### config.mk
export PLATFORM = sky130hd
export DESIGN_NAME = seq_step_counter
export DESIGN_NICKNAME = d
export VERILOG_FILES = /design/src/rtl/seq_mult_pkg.sv /design/src/rtl/seq_step_counter.sv
export SDC_FILE = /design/constraint.sdc
export NUM_CORES = 1
export LEC_CHECK = 0
export ABC_AREA = 1
export CAP_MARGIN = 20
export CORE_AREA = 2 2 39 41
export CTS_BUF_LIST = sky130_fd_sc_hd__clkbuf_4 sky130_fd_sc_hd__clkbuf_8
export DETAILED_ROUTE_END_ITERATION = 10
export DIE_AREA = 0 0 41 43
export DONT_BUFFER_PORTS = 1
export HOLD_SLACK_MARGIN = 0.1
export PLACE_DENSITY = 0.44
export REMOVE_ABC_BUFFERS = 1
export SETUP_SLACK_MARGIN = 0.3
export SYNTH_ARGS = -nofsm -noshare
export SYNTH_HDL_FRONTEND = slang
export SYNTH_SLANG_ARGS = --single-unit
### constraint.sdc
create_clock -name clk -period 3.1 [get_ports clk]
set_clock_uncertainty 0.15 [all_clocks]
set_input_delay 0.155 -clock clk [delete_from_list [all_inputs] [get_ports clk]]
set_output_delay 0.155 -clock clk [all_outputs]
set_load 0.02 [all_outputs]
### src/rtl/seq_mult_pkg.sv
// Shared types and constants for the sequential multiplier control path.
// Used by seq_step_counter for its state encoding and mode selection.
package seq_mult_pkg;

   typedef enum logic [1:0] {
      IDLE = 2'd0,
      RUN  = 2'd1,
      DONE = 2'd2
   } step_state_t;

   localparam int MODE_ONESHOT = 0;
   localparam int MODE_FREERUN = 1;

   // Defaults match the 8x8 multiplier: four 2-bit partial-product steps.
   localparam int DEF_WIDTH     = 2;
   localparam int DEF_MAX_COUNT = 3;

endpackage

### src/rtl/seq_step_counter.sv
// Step sequencer producing the partial-product step index with start/done handshake.
// Optional macro SEQ_STEP_CNT_ERR_EN adds a sticky err output for start-while-busy.
module seq_step_counter
   import seq_mult_pkg::*;
#(
   parameter int WIDTH     = DEF_WIDTH,
   parameter int MAX_COUNT = DEF_MAX_COUNT,
   parameter int MODE      = MODE_ONESHOT
) (
   input  logic             clk,
   input  logic             aclr_n,
   input  logic             start,
   input  logic             en,
   input  logic             sclr,
   output logic [WIDTH-1:0] count_out,
   output logic             busy,
   output logic             last,
`ifdef SEQ_STEP_CNT_ERR_EN
   output logic             err,
`endif
   output logic             done
);

   if (WIDTH < 1 || WIDTH > 8) begin : g_bad_width
      $error("seq_step_counter: WIDTH must be in 1..8");
   end
   if (MAX_COUNT < 1 || MAX_COUNT > (1 << WIDTH) - 1) begin : g_bad_max
      $error("seq_step_counter: MAX_COUNT must be in 1..2^WIDTH-1");
   end
   if (MODE != MODE_ONESHOT && MODE != MODE_FREERUN) begin : g_bad_mode
      $error("seq_step_counter: MODE must be 0 or 1");
   end

   localparam logic [WIDTH-1:0] MAX_VAL = MAX_COUNT[WIDTH-1:0];

   step_state_t      state_q, state_n;
   logic [WIDTH-1:0] count_q, count_n;
   logic             done_q, done_n;

   always_ff @(posedge clk or negedge aclr_n) begin
      if (!aclr_n) begin
         state_q <= IDLE;
         count_q <= '0;
         done_q  <= 1'b0;
      end else begin
         state_q <= state_n;
         count_q <= count_n;
         done_q  <= done_n;
      end
   end

   // done is registered so both the DONE cycle and a free-run wrap give a clean one-cycle pulse.
   always_comb begin
      state_n = state_q;
      count_n = count_q;
      done_n  = 1'b0;
      if (sclr) begin
         state_n = IDLE;
         count_n = '0;
      end else begin
         case (state_q)
            IDLE: begin
               if (start) begin
                  state_n = RUN;
                  count_n = '0;
               end
            end
            RUN: begin
               if (en) begin
                  if (count_q == MAX_VAL) begin
                     count_n = '0;
                     done_n  = 1'b1;
                     if (MODE == MODE_ONESHOT) begin
                        state_n = DONE;
                     end
                  end else begin
                     count_n = count_q + 1'b1;
                  end
               end
            end
            DONE: begin
               count_n = '0;
               state_n = start ? RUN : IDLE;
            end
            default: begin
               state_n = IDLE;
               count_n = '0;
            end
         endcase
      end
   end

   assign count_out = count_q;
   assign busy      = (state_q == RUN);
   assign last      = busy && (count_q == MAX_VAL);
   assign done      = done_q;

`ifdef SEQ_STEP_CNT_ERR_EN
   logic err_q;

   always_ff @(posedge clk or negedge aclr_n) begin
      if (!aclr_n) begin
         err_q <= 1'b0;
      end else if (sclr) begin
         err_q <= 1'b0;
      end else if (state_q == RUN && start) begin
         err_q <= 1'b1;
      end
   end

   assign err = err_q;
`endif

endmodule
==> out/results.ini, run 1 <==
[outcome]
status = complete, no violations

[setup_path]
worstReg2RegStart = count_out[0]$_DFFE_PN0P_
cp_cell_sequence = dlygate4sd3_1 -> nor2_1 -> nand3_1 -> nand4_1 -> dlygate4sd3_1 -> nand2_1 -> dlygate4sd3_1
crit_required_ns = 3.07
crit_path_end_kind = flip-flop
critPathMaxStageDelay_ns = 0.60
path_max_fanout = 4
crit_top_cell = dlygate4sd3_1
path_buf_inv = 3
cp_slowest_cell = dlygate4sd3_1
regToRegSetupSlack_ns = 0.76
arrival_ns = 2.32
worstSetupPathType = in -> reg
rr_worst_depth = 6
critPathTopFamily = buffers and inverters
reg2reg_to = count_out[0]$_DFFE_PN0P_
critical_path.startpoint_type = input pin

[synth]
synth.avg_cell_area_um2 = 7.54
synth-edff-count = 0
ys_ff_latch = 5
synthSimpleGateAreaFrac = 0.365
synth.area.top_cells = dfrtp_1, nand2_1, inv_1
yosys-top-cells-count = nand2_1, inv_1, dfrtp_1, nor2_1, nand2_2
synthAdderAreaFrac = 0.0830
seq_area_frac_synth = 0.415
syn_area_um2 = 302
synth_xor_xnor_area_share = 0
ys_warn_count = 0
synthArstFlopShare = 1.00
ys_types = 12
synth_top_area_share = 0.415
synth-compound-area-share = 0.0249
synthMuxAreaShare = 0
synth_most_common_cell = nand2_1
yosysTopAreaCell = dfrtp_1
synth_ff_type = dfrtp_1
synth_top_family_by_area = simple AND/OR/NAND/NOR gates
netlist_instances = 40

[timing]
relSlewSlack = 0.751
fmax_mhz = 427
setup_viol = 0
post-route-period-util = 0.755
worstMarginPinSlew_ns = 0.372
min_period_ns = 2.34
slew_viol_final = 0
holdWs_ns = 0.461
hold_viol = 0
setup_tns_ns = 0
rsz0062_at_grt = no

[power_and_ir_drop]
pwr_density_cell_nw_per_um2 = 642
peakVddDrop_v = 0.000260
p_leak_nw = 0.223
power_mw = 0.269

[finish]
nets = 59
drive_gt1_frac = 0.176
fin_util = 0.303
antenna_cells = 0
area_growth_pct = 39.0
final_area_um2 = 419

[global_routing]
grt-ovfl-total = 0
grt_pass1_wl_um = 979
grt_use_total = 0.0869
grt_pass1_vias = 252
grt_max_degree = 6
grt_antenna_before_repair = 0

[clock_network]
cts_tree = done
clock-sinks = 5
cts_resized = 0
post-cts-setup-buffers = 0
htreeDepth = 1
clk_latency_ns = 0.24
clock-root-buffer = clkbuf_4
cts.path.max_buffers = 2
numCtsBuffers = 3
clk_pin_slew_ns = 0.05
holdBufCountCts = 7

[place]
gp_congestion = 0.745
numPortBuffers = 0
dpl_cell_area_um2 = 322
hpwlAfterDp_um = 484

[detailed_routing]
wirelength_um = 567
via_per_inst = 3.96
routedWlPerCell_um = 8.46
via_count = 265
drt_iter0_drc = 7
dr.pass1.iters = 4
antenna_left = 0
drc = 0

[floorplan]
start_util = 0.218
rows = 14
pin_count = 10
die_area_um2 = 1760
die_h_um = 43
die_width_um = 41
coreArea_um2 = 1380

[min_path]
holdCritPathClass = reg -> reg
hp-start = state_q[1]$_DFFE_PN0P_
min_path_cells = 3
whs_endpoint = state_q[0]$_DFFE_PN0P_

[flow_run]
maxCapViolCount = 0

per-stage QoR:
step | setup WS (ns) | cells
after floorplan | 1.76 | 40
after global placement | 1.71 | 56
after detailed placement | 1.69 | 56
after CTS | 0.763 | 67
after global routing | 0.624 | 67
final | 0.758 | 67
registers in the layout, summed over array words and instances (netlist names):
name / count
count_out: 2
state_q: 2
done: 1
worst max-delay path by stage:
stage          slack, ns                      from  cells past startpoint                  endpoint
2_1_floorplan       1.76  count_out[0]$_DFFE_PN0P_                      3                      last
3_3_place_gp        1.71  count_out[0]$_DFFE_PN0P_                      3                      last
3_5_place_dp        1.69  count_out[0]$_DFFE_PN0P_                      3                      last
4_1_cts             0.76  count_out[0]$_DFFE_PN0P_                      6  count_out[0]$_DFFE_PN0P_
5_1_grt             0.62  count_out[0]$_DFFE_PN0P_                      6  count_out[0]$_DFFE_PN0P_
6_report            0.76                      sclr                      7  count_out[0]$_DFFE_PN0P_
cell usage in the layout, fill, tap and decap left out, types with 2 or more instances in the layout:
cell / n
nand2_1: 9
dlygate4sd3_1: 7
nand3_1: 2
dfrtp_1: 5
nand4_1: 2
nand2_2: 3
clkbuf_4: 3
nor2_1: 5
inv_1: 8
ha_1: 2
per-layer routing:
layer,up-vias,part of all wire,global-route usage
li1,143,-,-
met1,119,0.44,0.0951
met2,3,0.53,0.119
met3,0,0.030,0.0366
met4,0,0,0.0800
met5,-,0,0
area by class of cell:
class	count	area (µm²)
sequential	5	125
fill	157	965
multi-input combinational	26	143
clock buffer	3	22.5
inverter	9	33.8
tap	16	20.0
timing repair buffer	7	70.1
clock inverter	1	5.00
power breakdown:
part	leakage [nW]	switching, mW	internal, mW	total, mW
Sequential	0.0669	0.0186	0.0794	0.0980
Clock	0.0177	0.0278	0.0467	0.0745
Combinational	0.138	0.0603	0.0365	0.0968
logic make-up (layout without fill, tap and decap cells):
kind of cell             after synthesis  count (layout)
AO/OA/AOI/OAI                          1               1
adder cells (fa/ha/maj)                2               2
buffers and inverters                  9              20
flip-flops                             5               5
AND/OR/NAND/NOR                       23              23
worst reg2reg max path: stages, from the launching register on:
cell,delay (ns)
dfrtp_1,0.48
ha_1,0.26
nor2_1,0.12
nand4_1,0.09
dlygate4sd3_1,0.56
nand2_1,0.07
dlygate4sd3_1,0.54
Note: power is estimated with default switching activity, not from simulation.
==> inputs of run 2 (changes only) <==
Settings changed: PLACE_DENSITY 0.44 to 0.45.
Clock period 3.1 ns to 1.9 ns, I/O delays scaled along.
==> out/results.ini, run 2 (synthesis gave the netlist of run 1 again) <==
[timing]
post-route-period-util = 0.788
layout_setup_ws_ns = 0.402  ; -0.356 ns
setup_tns_ns = 0  ; unchanged
min_period_ns = 1.50
hold_viol = 0  ; unchanged
relSlewSlack = 0.797  ; +0.0460
worstMarginPinSlew_ns = 0.305  ; -0.0676 ns
setup_viol = 0  ; unchanged
slew_viol_final = 0  ; unchanged
rsz0062_at_grt = no
fmax_mhz = 668

[floorplan]
coreArea_um2 = 1380  ; unchanged
die_h_um = 43  ; unchanged
die_width_um = 41  ; unchanged
pin_count = 10  ; unchanged
rows = 14  ; unchanged
start_util = 0.218  ; unchanged
die_area_um2 = 1760  ; unchanged

[setup_path]
path_max_fanout = 5  ; +1
critical_path.startpoint_type = flip-flop
arrival_ns = 1.25  ; -1.07 ns
worstSetupPathType = reg -> out
worstReg2RegStart = count_out[0]$_DFFE_PN0P_
crit_path_end_kind = primary output
crit_required_ns = 1.65  ; -1.42 ns
startpoint = count_out[0]$_DFFE_PN0P_

[place]
dpl_cell_area_um2 = 322  ; unchanged
pre_cts_ws_ns = 0.569  ; -1.13 ns
hpwlAfterDp_um = 500  ; +3.3%
numPortBuffers = 0  ; unchanged
gp_congestion = 0.758  ; +1.6%

[detailed_routing]
via_per_inst = 3.97  ; +0.35%
drc = 0  ; unchanged
via_count = 258  ; -2.6%
antenna_left = 0  ; unchanged
routedWlPerCell_um = 9.26  ; +9.4%
wirelength_um = 602  ; +6.2%
dr.pass1.iters = 2  ; -2
drt_iter0_drc = 1  ; -6

[power_and_ir_drop]
swShare = 0.385  ; -0.0115
p_leak_nw = 0.215  ; -3.5%
p_seq_frac = 0.360  ; -0.004
peakVddDrop_v = 0.000355  ; +37%
pwr-share-clk = 0.305  ; +0.028
p_switching_mw = 0.171  ; +60%
combPwrFrac = 0.336  ; -0.023
p_int_mw = 0.273  ; +68%
pwr_density_cell_nw_per_um2 = 1100  ; +71%

[finish]
area_growth_pct = 34.0
nets = 57  ; -3.4%
final_area_um2 = 404  ; -3.6%
mostFrequentLayoutCell = nand2_1
antenna_cells = 0  ; unchanged
drive_gt1_frac = 0.204  ; +0.0276
layout_common_cells = nand2_1, inv_1, dfrtp_1, dlygate4sd3_1

[clock_network]
post-cts-setup-buffers = 0  ; unchanged
clock-root-buffer = clkbuf_4
clock-sinks = 5  ; unchanged
clk_latency_ns = 0.24  ; about the same
clk_pin_slew_ns = 0.04  ; about the same
numCtsBuffers = 3  ; unchanged
cts_tree = done
htreeDepth = 1  ; unchanged
cts.path.max_buffers = 2  ; unchanged

[global_routing]
grt_pass1_vias = 246  ; -2.4%
grt_antenna_before_repair = 0  ; unchanged
grt-ovfl-total = 0  ; unchanged
grt_pass1_wl_um = 924  ; -5.6%
grt_use_total = 0.0886  ; +0.00175
grt_max_degree = 6  ; unchanged

[flow_run]
maxCapViolCount = 0  ; unchanged

[min_path]
holdCritPathClass = reg -> reg
hp-start = state_q[1]$_DFFE_PN0P_

[outcome]
status = complete, no violations

==> run 2: changes by cell type in the layout (fill, tap and decap cells not counted), sizes merged <==
cell	change
dlygate4sd3	-2
clkinv	-1
clkbuf	+1
==> run 2: worst paths after layout <==
path / depth (start not counted) / endpoint / slack (ns)
setup / recovery: 3 / last / 0.40
hold / removal: 3 / state_q[0]$_DFFE_PN0P_ / 0.45
setup reg to reg: 3 / done$_DFF_PN0_ / 0.62
hold reg to reg: 3 / state_q[0]$_DFFE_PN0P_ / 0.45
max in group asynchronous: 2 / count_out[0]$_DFFE_PN0P_ / 0.87
min in group asynchronous: 2 / done$_DFF_PN0_ / 0.53
==> run 2: repair_timing <==
item | in CTS | in global routing
endpoints found under the hold margin | 10 | 0
gates resized for setup | 0 | 1
endpoints found under the setup margin | 0 | 1
hold buffers | 5 | 0
==> run 2: through the flow <==
step	hold WS [ns]	power (mW)	std cells	utilization
after floorplan	-0.351	0.276	40	-
after global placement	-0.350	0.300	56	0.232
after detailed placement	-0.350	0.298	56	0.232
after CTS	0.457	0.454	65	0.290
after global routing	0.485	0.482	65	0.292
final	0.455	0.444	65	0.292
==> run 2: final cells by class <==
class | count | area [µm²]
inverter | 9 | 33.8
sequential | 5 | 125
fill | 160 | 980
clock buffer | 4 | 30.0
multi-input combinational | 26 | 145
tap | 16 | 20.0
timing repair buffer | 5 | 50.0
==> run 2: metal layers <==
metal | global-route usage | vias up | wire [µm]
met4 | 0.0800 | 0 | 0
met3 | 0.0471 | 0 | 10
met5 | 0 | - | 0
met2 | 0.134 | 4 | 344
li1 | - | 140 | -
met1 | 0.0779 | 114 | 247
==> run 2: worst max-delay path: stages, from the launching register on <==
cell,delay (ns)
dfrtp_1,0.51
ha_1,0.22
inv_1,0.06
nor2_2,0.22
==> run 2: power groups by stage <==
stage	registers (mW)	clock network (mW)	logic (mW)
final	0.160	0.135	0.149
after global routing	0.162	0.151	0.169
after CTS	0.161	0.145	0.149
after detailed placement	0.162	0	0.136
after global placement	0.161	0	0.138
after floorplan	0.157	0	0.119
==> inputs of run 3 (changes only) <==
Settings changed: PLACE_DENSITY 0.45 to 0.44.
Clock period 1.9 ns to 1.53 ns, I/O delays scaled along.
==> out/results.ini, run 3 (synthesis gave the netlist of run 1 again) <==
[power_and_ir_drop]
p_switching_mw = 0.238  ; +39%
pwr_density_cell_nw_per_um2 = 1250  ; +14%
combPwrFrac = 0.353  ; +0.017
swShare = 0.405  ; +0.0200
p_int_mw = 0.350  ; +28%
p_seq_frac = 0.356  ; -0.004
peakVddDrop_v = 0.000390  ; +9.8%
pwr-share-clk = 0.292  ; -0.013
p_leak_nw = 0.236  ; +9.9%

[floorplan]
die_area_um2 = 1760  ; unchanged
start_util = 0.218  ; unchanged
pin_count = 10  ; unchanged
rows = 14  ; unchanged
coreArea_um2 = 1380  ; unchanged
die_h_um = 43  ; unchanged
die_width_um = 41  ; unchanged

[setup_path]
cp_slowest_cell = dfrtp_2
crit_path_end_kind = primary output
path_buf_inv = 2  ; +1
regToRegSetupSlack_ns = 0.23  ; -0.39 ns
rr_worst_depth = 5  ; +2
worstReg2RegStart = count_out[0]$_DFFE_PN0P_
critical_path.startpoint_type = flip-flop
cp_cell_sequence = ha_4 -> inv_2 -> nor2_2 -> buf_6
arrival_ns = 1.17  ; -0.08 ns
critPathMaxStageDelay_ns = 0.48  ; -0.03 ns
crit_required_ns = 1.30  ; -0.35 ns
reg2reg_to = count_out[0]$_DFFE_PN0P_
path_max_fanout = 5  ; unchanged
worstSetupPathType = reg -> out
critPathTopFamily = flip-flops

[timing]
setup_viol = 0  ; unchanged
rsz0062_at_grt = yes
post-route-period-util = 0.911
layout_setup_ws_ns = 0.136  ; -0.266 ns
min_period_ns = 1.39
fmax_mhz = 718
holdWs_ns = 0.440  ; -0.0149 ns
hold_viol = 0  ; unchanged
setup_tns_ns = 0  ; unchanged
slew_viol_final = 0  ; unchanged
relSlewSlack = 0.828  ; +0.0315
worstMarginPinSlew_ns = 0.257  ; -0.0481 ns

[global_routing]
grt_use_total = 0.101  ; +0.0121
grt_pass1_wl_um = 1060  ; +14%
grt_pass1_vias = 271  ; +10%
grt-ovfl-total = 0  ; unchanged
grt_antenna_before_repair = 0  ; unchanged
grt_max_degree = 6  ; unchanged

[finish]
layout_common_cells = nand2_1, inv_1, dlygate4sd3_1, nor2_1, clkbuf_4
drive_gt1_frac = 0.385  ; +0.181
multi_input_area_um2 = 181  ; +25%
nets = 60  ; +5.3%
mostFrequentLayoutCell = nand2_1
area_growth_pct = 55.6
antenna_cells = 0  ; unchanged
fin_cells = 68  ; +4.6%
fillers = 151  ; -5.6%
ff_latch_area_um2 = 128  ; +2.0%
fin_util = 0.339  ; +0.0470

[clock_network]
numCtsBuffers = 3  ; unchanged
clk_pin_slew_ns = 0.04  ; about the same
clock-sinks = 5  ; unchanged
cts.path.max_buffers = 2  ; unchanged
htreeDepth = 1  ; unchanged
cts_tree = done
clock-root-buffer = clkbuf_4
clk_latency_ns = 0.24  ; about the same

[min_path]
hp-start = state_q[1]$_DFFE_PN0P_
whs_endpoint = state_q[0]$_DFFE_PN0P_
min_path_cells = 3  ; unchanged
holdCritPathClass = reg -> reg

[place]
hpwlAfterDp_um = 512  ; +2.3%
numPortBuffers = 0  ; unchanged
dp_cells = 57  ; +1.8%
gp_congestion = 0.726  ; -4.1%
pre_cts_ws_ns = 0.282  ; -0.287 ns

[outcome]
status = complete, no violations

[flow_run]
maxCapViolCount = 0  ; unchanged

[detailed_routing]
antenna_left = 0  ; unchanged
wirelength_um = 751  ; +25%
via_count = 287  ; +11%
via_per_inst = 4.22  ; +6.3%
dr.pass1.iters = 3  ; +1
drc = 0  ; unchanged
routedWlPerCell_um = 11.0  ; +19%
drt_iter0_drc = 2  ; +1

run 3: cell types whose count changed in the layout (fill, tap and decap cells not counted), sizes merged:
cell	before	now
buf	0	3
run 3: layer usage:
| layer | global-route usage | share of wire | vias up |
|---|---|---|---|
| met3 | 0.0314 | 0.031 | 4 |
| met5 | 0 | 0 | - |
| li1 | - | - | 151 |
| met4 | 0.120 | 0.045 | 0 |
| met1 | 0.0974 | 0.39 | 125 |
| met2 | 0.144 | 0.53 | 7 |
run 3: what timing repair did:
| action | in CTS | in global routing |
|---|---|---|
| hold buffers | 5 | 0 |
| endpoints found under the setup margin | 2 | 5 |
| gates resized for setup | 5 | 7 |
| hold endpoints to repair | 10 | 0 |
| setup buffers | 1 | 1 |
| pin swaps | 2 | 1 |
run 3: worst register-to-register path: stages, from the launching register on:
cell and delay, ns:
dfrtp_2 0.48, ha_4 0.20, buf_4 0.12, nor2_1 0.10
nand4_1 0.10, nand2_1 0.08
run 3: per-stage QoR:
step                total power [mW]  cell area (µm²)
floorplan                      0.343              302
CTS                            0.566              432
global route                   0.636              469
finish                         0.587              469
detailed placement             0.369              329
global placement               0.374              329
run 3: worst max-delay path by stage:
stage,end,cells after the start,startpoint
floorplan,last,3,count_out[0]$_DFFE_PN0P_
global placement,count_out[0]$_DFFE_PN0P_,4,count_out[0]$_DFFE_PN0P_
detailed placement,last,4,count_out[0]$_DFFE_PN0P_
CTS,last,4,count_out[1]$_DFFE_PN0P_
global route,last,4,count_out[0]$_DFFE_PN0P_
finish,last,4,count_out[0]$_DFFE_PN0P_
run 3: power groups by stage:
stage               Combinational, mW  Sequential (mW)  Clock [mW]
global route                    0.233            0.212       0.190
floorplan                       0.148            0.195           0
detailed placement              0.169            0.200           0
CTS                             0.185            0.203       0.178
finish                          0.207            0.209       0.171
global placement                0.174            0.201           0
run 3: final cells by class:
cell class / count / area share
sequential: 5 / 0.272
multi-input combinational: 26 / 0.387
inverter: 9 / 0.0720
clock buffer: 4 / 0.0640
tap: 16 / 0.0427
timing repair buffer: 8 / 0.163
